File: src/rtl/inverter_pkg.sv
// Shared definitions for the inverter modulation chain: word widths, the
// sequencer state encoding and the V/f amplitude law.
package inverter_pkg;

    localparam int FREQ_W = 16;
    localparam int AMP_W  = 12;

    typedef enum logic [2:0] {
        ST_IDLE  = 3'd0,
        ST_BOOST = 3'd1,
        ST_RAMP  = 3'd2,
        ST_RUN   = 3'd3,
        ST_DECEL = 3'd4,
        ST_FAULT = 3'd5
    } state_e;

    // The sum is kept FREQ_W+1 wide so a large scaled product plus boost saturates
    // cleanly instead of wrapping inside the AMP_W range.
    function automatic logic [AMP_W-1:0] vf_amp(
        input logic [FREQ_W-1:0] f,
        input logic [7:0]        gain,
        input logic [AMP_W-1:0]  boost,
        input logic [AMP_W-1:0]  amax
    );
        logic [FREQ_W+7:0] prod;
        logic [FREQ_W:0]   sum;
        logic [AMP_W-1:0]  result;
        prod = {8'd0, f} * {{FREQ_W{1'b0}}, gain};
        sum  = {1'b0, prod[FREQ_W+7:8]} + {{(FREQ_W+1-AMP_W){1'b0}}, boost};
        if (sum > {{(FREQ_W+1-AMP_W){1'b0}}, amax}) begin
            result = amax;
        end else begin
            result = sum[AMP_W-1:0];
        end
        return result;
    endfunction

endpackage

File: src/rtl/ramp_tick_gen.sv
// Ramp-rate prescaler: one-cycle tick every RAMP_DIV clocks, restartable by a
// synchronous clear so each new sequencer state gets a full tick period.
module ramp_tick_gen #(
    parameter int RAMP_DIV = 50000
) (
    input  logic clk_50,
    input  logic rst,
    input  logic clr_i,
    output logic tick_o
);

    localparam int CW = (RAMP_DIV > 1) ? $clog2(RAMP_DIV) : 1;
    localparam logic [CW-1:0] LAST = CW'(RAMP_DIV - 1);

    logic [CW-1:0] cnt_q;
    logic [CW-1:0] cnt_d;

    assign tick_o = (cnt_q == LAST);

    always_comb begin
        cnt_d = cnt_q + 1'b1;
        if (clr_i || tick_o) begin
            cnt_d = '0;
        end
    end

    always_ff @(posedge clk_50 or posedge rst) begin
        if (rst) begin
            cnt_q <= '0;
        end else begin
            cnt_q <= cnt_d;
        end
    end

endmodule

File: src/rtl/vf_ramp_sequencer.sv
// Run-time sequencer for the inverter: start/boost/ramp/run/decel/fault control
// of the reference frequency, V/f amplitude and master PWM enable.
module vf_ramp_sequencer
    import inverter_pkg::*;
#(
    parameter int               RAMP_DIV    = 50000,
    parameter logic [FREQ_W-1:0] F_STEP     = FREQ_W'(8),
    parameter logic [FREQ_W-1:0] F_MAX      = FREQ_W'(6000),
    parameter logic [7:0]        VF_GAIN    = 8'd96,
    parameter logic [AMP_W-1:0]  AMP_BOOST  = AMP_W'(200),
    parameter logic [AMP_W-1:0]  AMP_MAX    = AMP_W'(2047),
    parameter int                BOOST_TICKS = 10
) (
    input  logic              clk_50,
    input  logic              rst,
    input  logic              start,
    input  logic              stop,
    input  logic [FREQ_W-1:0] f_target,
    input  logic              fault_in,
    input  logic              fault_clr,
    output logic [FREQ_W-1:0] f_ref,
    output logic [AMP_W-1:0]  amp_ref,
    output logic              pwm_en,
    output logic              at_speed,
    output logic [2:0]        state_o,
    output logic              fault_latched
);

    localparam int BW = (BOOST_TICKS > 1) ? $clog2(BOOST_TICKS + 1) : 1;
    localparam logic [BW-1:0] BOOST_LAST = BW'(BOOST_TICKS - 1);

    state_e            state_q, state_d;
    logic [FREQ_W-1:0] f_ref_q, f_ref_d;
    logic [BW-1:0]     boost_q, boost_d;
    logic [AMP_W-1:0]  amp_q, amp_d;
    logic              pwm_q, pwm_d;
    logic              at_speed_q, at_speed_d;
    logic              fault_q, fault_d;
    logic [FREQ_W-1:0] tgt;
    logic              tick;
    logic              tick_clr;

    assign tgt      = (f_target > F_MAX) ? F_MAX : f_target;
    assign tick_clr = (state_d != state_q);

    ramp_tick_gen #(
        .RAMP_DIV(RAMP_DIV)
    ) u_tick (
        .clk_50(clk_50),
        .rst   (rst),
        .clr_i (tick_clr),
        .tick_o(tick)
    );

    // Event priority is fault_in, then stop, then start, then the ramp tick.
    always_comb begin
        state_d = state_q;
        f_ref_d = f_ref_q;
        boost_d = boost_q;
        if (fault_in) begin
            state_d = ST_FAULT;
            f_ref_d = '0;
        end else begin
            case (state_q)
                ST_IDLE: begin
                    if (start && !stop) state_d = ST_BOOST;
                end
                ST_BOOST: begin
                    if (stop) begin
                        state_d = ST_DECEL;
                    end else if (tick) begin
                        if (boost_q == BOOST_LAST) state_d = ST_RAMP;
                        else boost_d = boost_q + 1'b1;
                    end
                end
                ST_RAMP: begin
                    if (stop) begin
                        state_d = ST_DECEL;
                    end else if (tick) begin
                        if ((tgt > f_ref_q) && ((tgt - f_ref_q) > F_STEP)) begin
                            f_ref_d = f_ref_q + F_STEP;
                        end else if ((tgt < f_ref_q) && ((f_ref_q - tgt) > F_STEP)) begin
                            f_ref_d = f_ref_q - F_STEP;
                        end else begin
                            f_ref_d = tgt;
                            state_d = ST_RUN;
                        end
                    end
                end
                ST_RUN: begin
                    if (stop) state_d = ST_DECEL;
                    else if (tick && (f_ref_q != tgt)) state_d = ST_RAMP;
                end
                ST_DECEL: begin
                    if (start && !stop) begin
                        state_d = ST_RAMP;
                    end else if (tick) begin
                        f_ref_d = (f_ref_q > F_STEP) ? (f_ref_q - F_STEP) : '0;
                        if (f_ref_d == '0) state_d = ST_IDLE;
                    end
                end
                ST_FAULT: begin
                    if (fault_clr) state_d = ST_IDLE;
                end
                default: begin
                    state_d = ST_IDLE;
                    f_ref_d = '0;
                end
            endcase
        end
        if (state_d != state_q) boost_d = '0;
    end

    // Amplitude tracks the already-registered f_ref, giving it one cycle of lag.
    always_comb begin
        amp_d = '0;
        pwm_d = 1'b0;
        if ((state_d != ST_IDLE) && (state_d != ST_FAULT)) begin
            amp_d = vf_amp(f_ref_q, VF_GAIN, AMP_BOOST, AMP_MAX);
            pwm_d = 1'b1;
        end
        at_speed_d = (state_d == ST_RUN) && (f_ref_d == tgt);
        fault_d    = (state_d == ST_FAULT);
    end

    always_ff @(posedge clk_50 or posedge rst) begin
        if (rst) begin
            state_q    <= ST_IDLE;
            f_ref_q    <= '0;
            boost_q    <= '0;
            amp_q      <= '0;
            pwm_q      <= 1'b0;
            at_speed_q <= 1'b0;
            fault_q    <= 1'b0;
        end else begin
            state_q    <= state_d;
            f_ref_q    <= f_ref_d;
            boost_q    <= boost_d;
            amp_q      <= amp_d;
            pwm_q      <= pwm_d;
            at_speed_q <= at_speed_d;
            fault_q    <= fault_d;
        end
    end

    assign f_ref         = f_ref_q;
    assign amp_ref       = amp_q;
    assign pwm_en        = pwm_q;
    assign at_speed      = at_speed_q;
    assign state_o       = state_q;
    assign fault_latched = fault_q;

endmodule

File: config.mk
export PLATFORM = sky130hd
export DESIGN_NAME = vf_ramp_sequencer
export DESIGN_NICKNAME = d
export VERILOG_FILES = /design/src/rtl/inverter_pkg.sv /design/src/rtl/ramp_tick_gen.sv /design/src/rtl/vf_ramp_sequencer.sv
export SDC_FILE = /design/constraint.sdc
export NUM_CORES = 1
export LEC_CHECK = 0
export BUFFER_PORTS_ARGS = -buffer_cell sky130_fd_sc_hd__clkbuf_2
export CORE_ASPECT_RATIO = 1.2
export CORE_MARGIN = 4
export CORE_UTILIZATION = 45
export CTS_CLUSTER_SIZE = 12
export DETAILED_ROUTE_END_ITERATION = 16
export GPL_ROUTABILITY_DRIVEN = 0
export GPL_TIMING_DRIVEN = 0
export PLACE_DENSITY = 0.72
export SETUP_SLACK_MARGIN = 0.1
export SYNTH_ARGS = -nofsm -noshare
export SYNTH_HDL_FRONTEND = slang
export SYNTH_SLANG_ARGS = --single-unit
File: constraint.sdc
create_clock -name clk_50 -period 8.3 [get_ports clk_50]
set_input_delay 1.66 -clock clk_50 [delete_from_list [all_inputs] [get_ports clk_50]]
set_output_delay 1.66 -clock clk_50 [all_outputs]
set_load 0.05 [all_outputs]
==> results of run 1 <==
==> final cells by class <==
type | count | share of cell area [%]
inverters | 49 | 2.405
multi-input cells | 750 | 67.54
clock inverters | 3 | 0.3763
plain buffers | 47 | 3.174
clock buffers | 5 | 1.636
well taps | 204 | 3.338
repair buffers | 56 | 3.861
flip-flops and latches | 54 | 17.67
==> per-layer routing <==
layer	GRT usage, %	share of wire (%)	vias to the layer above
li1	-	-	3445
met1	30.63	40	3390
met2	43.24	47	391
met3	2.402	7.6	91
met4	13.45	5.7	0
met5	0	0	-
==> power by group <==
part	total, mW	internal, mW	leakage, nW	switching (mW)
registers	0.276	0.272	0.733	0.00385
logic	0.160	0.0479	2.52	0.112
clock network	0.221	0.115	0.0759	0.106
==> per-stage QoR <==
stage | total power, mW | hold WS [ns] | utilization (%)
after floorplan | 0.3940 | 0.4251 | -
after global placement | 0.4356 | 0.4479 | 49.75
after detailed placement | 0.4383 | 0.4456 | 49.89
after CTS | 0.6583 | 0.4560 | 50.91
after global routing | 0.6886 | 0.4934 | 50.91
final | 0.6566 | 0.4546 | 50.91
==> synthesized netlist by cell type, types with 7 or more instances <==
cell type,number,share of area [%]
nand4_1,19,1.7
a211oi_1,10,1.1
mux2i_1,14,2.0
nor4_1,11,0.99
ha_1,63,11
dfrtp_1,54,20
nand2b_1,13,1.2
a21oi_1,50,3.6
o21ai_0,41,3.0
o211ai_1,10,1.1
o21bai_1,8,0.87
a31oi_1,17,1.5
buf_2,11,0.79
inv_1,47,2.5
and2_1,11,0.99
xor2_1,23,2.9
nor2b_1,9,0.81
o31ai_1,7,0.76
nand2_1,76,4.1
nand3_1,44,3.2
nor3_1,23,1.7
a41oi_1,12,1.5
a21o_1,11,1.2
and3_1,18,1.6
nor2_1,78,4.2
o22ai_1,7,0.63
or3_1,10,0.90
clkbuf_1,29,1.6
o21a_1,9,0.98
xnor2_1,33,4.2
==> path summary, 6_finish.rpt <==
check | startpoint | to | cells past startpoint
worst max-delay path | f_target[12] | at_speed | 22
worst min-delay path | u_tick.cnt_q[0] | u_tick.cnt_q[0] | 1
worst max register to register | f_ref[5] | at_speed | 17
worst min register to register | u_tick.cnt_q[0] | u_tick.cnt_q[0] | 1
max in group asynchronous | rst | amp_ref[10] | 3
min in group asynchronous | rst | u_tick.cnt_q[10] | 2
==> sequential cells by signal, indices dropped and copies added (netlist names) <==
register and flops:
u_tick.cnt_q 16, boost_q 4, at_speed 1, state_o 3, f_ref 16, amp_ref 12
fault_latched 1, pwm_en 1
==> kinds of logic (layout without fill, tap and decap cells) <==
group	after synthesis	after routing	share of synthesized area [%]
compound gates	252	252	26.10
xor+xnor	56	56	7.080
fa+ha+maj	63	63	11.38
buf+inv	96	160	6.159
flops	54	54	19.51
mux	17	17	2.510
other cells	2	6	0.1084
simple gates	356	356	27.16
==> worst register-to-register path, cell delays in order, from the launching register on <==
cell	delay (ns)
dfrtp_1	0.45
clkbuf_1	0.37
inv_1	0.26
ha_1	0.40
clkbuf_8	0.18
nand2_1	0.15
a221oi_1	0.43
o311ai_0	0.20
a2111oi_0	0.74
nand4b_1	0.25
o21ai_2	0.33
buf_6	0.22
nand3_1	0.15
o21ai_2	0.39
o2111ai_1	0.18
nor4_1	0.37
nand4b_1	0.25
nor4_2	0.43
==> metrics.txt, run 1 <==
worst path bufs/invs 4; sequential area share after synthesis 19.51%; core area about 15000 µm²; worst-path cell chain clkbuf_2 -> a2111oi_4 -> o31a_2 -> a31oi_4 -> nor2_1 -> inv_1 -> ha_1 -> and3_1 -> clkbuf_1 -> nor2_1 -> mux2i_1 -> o311ai_0 -> a2111oi_0 -> nand4b_1 -> o21ai_2 -> buf_6 -> nand3_1 -> o21ai_2 -> o2111ai_1 -> nor4_1 -> nand4b_1 -> nor4_2; cells after synthesis 896; post-cts repair resize count 0; crit-path max cell delay 0.74 ns; worst clock skew 0.01019 ns; Synth Cell Area 6928 µm²; First DRT Iteration DRCs between 700 and 800; setup ws final between 0.4 and 0.5 ns; Rel. slew slack about 44%; CTS clk-pin slew, worst paths around 0.080 ns; full die area about 17000 µm²; count of boundary I/O pins 56; CP endpoint kind flip-flop; H-tree levels 2; Hold Vio Cnt, Final 0; fin. max-slew vios 0; layout cells sized above 1 about an eighth; VDD IR max between 70 and 80 µV; CP arrival about 8.1 ns; mean area per synthesized cell approximately 7.7 µm²; post-placement cell count around 1200; CTS tree built; part of the cycle the worst path needs 95.16%; largest net degree at the start of global routing 29; nets ~1000; CP startpoint kind primary input; Critical Path RT 8.47 ns; fin crit period a little under 8 ns; Die Wd roughly 120 µm; register area 1351 µm²; drt wl/cell 19.04 µm; Max Fclk 126.6 MHz; Area Overhead vs Synth 10.38%; dpl ws approximately 0.22 ns; GRT overflow 0; Design Area, Final ~7600 µm²; worst-margin pin slew 0.8132 ns; all-layer global routing usage roughly a quarter; Async SR Flop Fraction 100.0%; critical path's top delay family compound AO/OA/AOI/OAI gates; vias in the first global route 6936; clk root buf clkbuf_16; CP Max Fanout 10; hpwl dp 17550 µm; hold buffer count at cts 0; Vias/cell 6.265; Clock Path Buffers 2; FP Rows 49; Fin Setup TNS 0 ns; status finished, final reports clean; Reg2Reg Setup Slack 2.43 ns; leakage power roughly 3.3 nW; antenna cells 0; number of remaining DRC errors 0; clock latency on the worst-skew pair approximately 0.3 ns; PD cells 85.86 nW/µm²; CTS Buf Count 5; Post-synth EDFFs 0; DRT Wirelength roughly 22000 µm; postcts setup bufs 0; Primary FF master, synth dfrtp_1; Initial Utilization 46.12%; multi-input logic area 5165 µm²; Slowest cell on crit path a2111oi_0; fin cells ~1200; vias between 7000 and 8000; Fillers around 1500; endpoints failing setup 0; Hold WC Path Type reg2reg; post-route antenna net violation count 0; unrepaired setup endpoints after global routing false; I/O Buffers between 50 and 60; Ys Warns 0; highest-count cells in the layout ignoring fill and taps nor2_1, nand2_1, ha_1; placed cell area between 7000 and 8000 µm²; synth unique cells 100; MaxCap Viol Count 0; antenna violations before repair 0; CTS Sinks 54; register bit total from synthesis 54; Detailed Routing Iterations Pass 1 5; first-pass GRT wire length approximately 35000 µm; WS Path Type in2reg; most common cell after layout, fill and taps aside nor2_1; die height ~140 µm
No activity file was read; power rests on OpenSTA's default activity.
==> run 2: changes to the inputs <==
- CORE_ASPECT_RATIO: 1.2 -> 1.75
- clock period: 8.3 -> 10 ns (I/O delays scaled with it)
==> run 2 against run 1 <==
Against the previous run:
- via count rose by 2.9%
- clock power fell by 14%
- highest routed layer unchanged
- largest cell class unchanged
- non-clock buffer count did not move
- clock-buffer cell count did not move
- sequential power fell by 17%
- die area rose by 0.40%
- combinational power fell by 14%
==> metrics.txt, run 2 (synthesis results as in run 1) <==
status finished, final reports clean; Int Pwr 361.8 µW (-17%); hold buffer count at cts 0 (unchanged); CTS clk-pin slew, worst paths 0.08 ns (about the same); I/O Buffers 55 (unchanged); Critical Path RT 10.19 ns (+1.72 ns); Fin Setup TNS 0 ns (unchanged); Detailed Routing Iterations Pass 1 7 (+2); clock latency on the worst-skew pair 0.31 ns (about the same); count of boundary I/O pins 56 (unchanged); post-cts repair resize count 0 (unchanged); number of remaining DRC errors 0 (unchanged); First DRT Iteration DRCs 759 (+6.6%); drt wl/cell 21.63 µm (+14%); Max Fclk between 100 and 150 MHz; WS Path Type in2reg; Hold WC Path Type reg2reg; postcts setup bufs 0 (unchanged); most common cell after layout, fill and taps aside nor2_1; FP Rows 59 (+20%); PD cells 72.95 nW/µm² (-15%); worst-margin pin slew 1.093 ns (+0.2797 ns); part of the cycle the worst path needs ~89%; Vias/cell 6.560 (+4.7%); CP endpoint kind flip-flop; Initial Utilization 46.23% (+0.11 points); Net Sw Frac 34.95% (+1.2 points); all-layer global routing usage 27.96% (+3.0 points); Clock power frac 34.3% (+0.6 points); Gate power share 24.6% (+0.3 points); Hold Vio Cnt, Final 0 (unchanged); sequential power share 41.1% (-0.9 points); layout cells sized above 1 12.66% (unchanged); vias in the first global route 7248 (+4.5%); sum of routed wire segments on met1 8399 µm (-4.8%); fin. max-slew vios 0 (unchanged); post-route antenna net violation count 0 (unchanged); Core Util, Final 50.87% (about the same); CP Max Fanout 9 (-1); MaxCap Viol Count 0 (unchanged); CTS Buf Count 5 (unchanged); DRT Wirelength 24830 µm (+12%); unrepaired setup endpoints after global routing false; largest net degree at the start of global routing 44 (+52%); worst clock skew 0.007490 ns (-0.002703 ns); highest routed layer met4; CP startpoint kind primary input; highest-count cells in the layout ignoring fill and taps nor2_1, nand2_1, ha_1; vias 7531 (+2.9%); first-pass GRT wire length 37730 µm (+7.6%); hpwl dp 19190 µm (+9.3%); clk root buf clkbuf_16; dpl ws 1.262 ns (+1.041 ns); GRT overflow 0 (unchanged); VDD IR max 82.47 µV (+9.3%); CTS Sinks 54 (unchanged); endpoints failing setup 0 (unchanged); met2 routed wirelength 12400 µm (+19%); fin crit period approximately 8.9 ns; leakage power 3.326 nW (about the same); DR WL met3 1711 µm (+1.3%); H-tree levels 2 (unchanged); antenna violations before repair 0 (unchanged); Rel. slew slack 25.26% (-19 points); core area 14990 µm² (-0.23%); Reg2Reg Setup Slack 3.56 ns (+1.13 ns); setup ws final 1.143 ns (+0.7409 ns); Die Wd 101.8 µm (-16%); Clock Path Buffers 2 (unchanged); CTS tree built; CP arrival 9.04 ns (+0.97 ns); nets 1048 (unchanged); Psw 194.4 µW (-12%); Area Overhead vs Synth 10.04%; WHS 0.4598 ns (+0.005185 ns); full die area 17520 µm² (+0.40%); die height 172.1 µm (+20%)
run 2: cell types whose count changed in the layout (fill, tap and decap cells not counted), sizes merged:
cell,change
clkinv,-1
diode,+1
inv,+1
run 2: routing by layer:
metal	global-route usage, %	vias to the layer above
met5	0	-
li1	-	3446
met1	28.14	3544
met2	49.80	398
met4	22.45	0
met3	4.400	143
run 2: worst paths after layout:
path	start	end	cells past startpoint
max reg2reg	f_ref[5]	at_speed	16
min reg2reg	u_tick.cnt_q[0]	u_tick.cnt_q[0]	1
min	u_tick.cnt_q[0]	u_tick.cnt_q[0]	1
min in group asynchronous	rst	f_ref[12]	2
max in group asynchronous	rst	u_tick.cnt_q[15]	3
max	f_target[12]	at_speed	21
run 2: metrics by stage:
stage	total power, mW	cell area, µm²	std cells
after global placement	0.3633	7447	1138
after floorplan	0.3270	6943	900
after global routing	0.5740	7621	1147
final	0.5562	7624	1148
after CTS	0.5519	7621	1147
after detailed placement	0.3661	7467	1139
run 2: critical path, stage by stage:
cell	delay [ns]
clkbuf_2	0.12
a2111oi_4	0.46
o31a_2	0.33
a31oi_4	0.08
nor2_1	0.44
inv_1	0.12
ha_1	0.42
and3_1	0.19
clkbuf_1	0.29
nor2_1	0.10
mux2i_1	0.53
o311ai_0	0.26
a2111oi_0	0.96
nand4b_1	0.28
o21ai_2	0.34
o21ai_0	0.40
or2_1	0.39
and3_4	0.20
nor4_1	0.38
nand4b_1	0.29
nor4_2	0.44
run 2: layout make-up:
class | instances | area, µm²
Fill cell | 1495 | 7362
Multi-Input combinational cell | 750 | 5165
Sequential cell | 54 | 1351
Timing Repair Buffer | 56 | 295.3
Buffer | 47 | 242.7
Tap cell | 183 | 229.0
Inverter | 49 | 183.9
Clock buffer | 5 | 125.1
Clock inverter | 3 | 28.78
Antenna cell | 1 | 2.502
run 2: power groups by stage:
stage	sequential, mW	clock [mW]	combinational (mW)
finish	0.229	0.191	0.137
global placement	0.233	0	0.130
floorplan	0.252	0	0.0752
CTS	0.229	0.190	0.133
global route	0.230	0.197	0.147
detailed placement	0.233	0	0.133
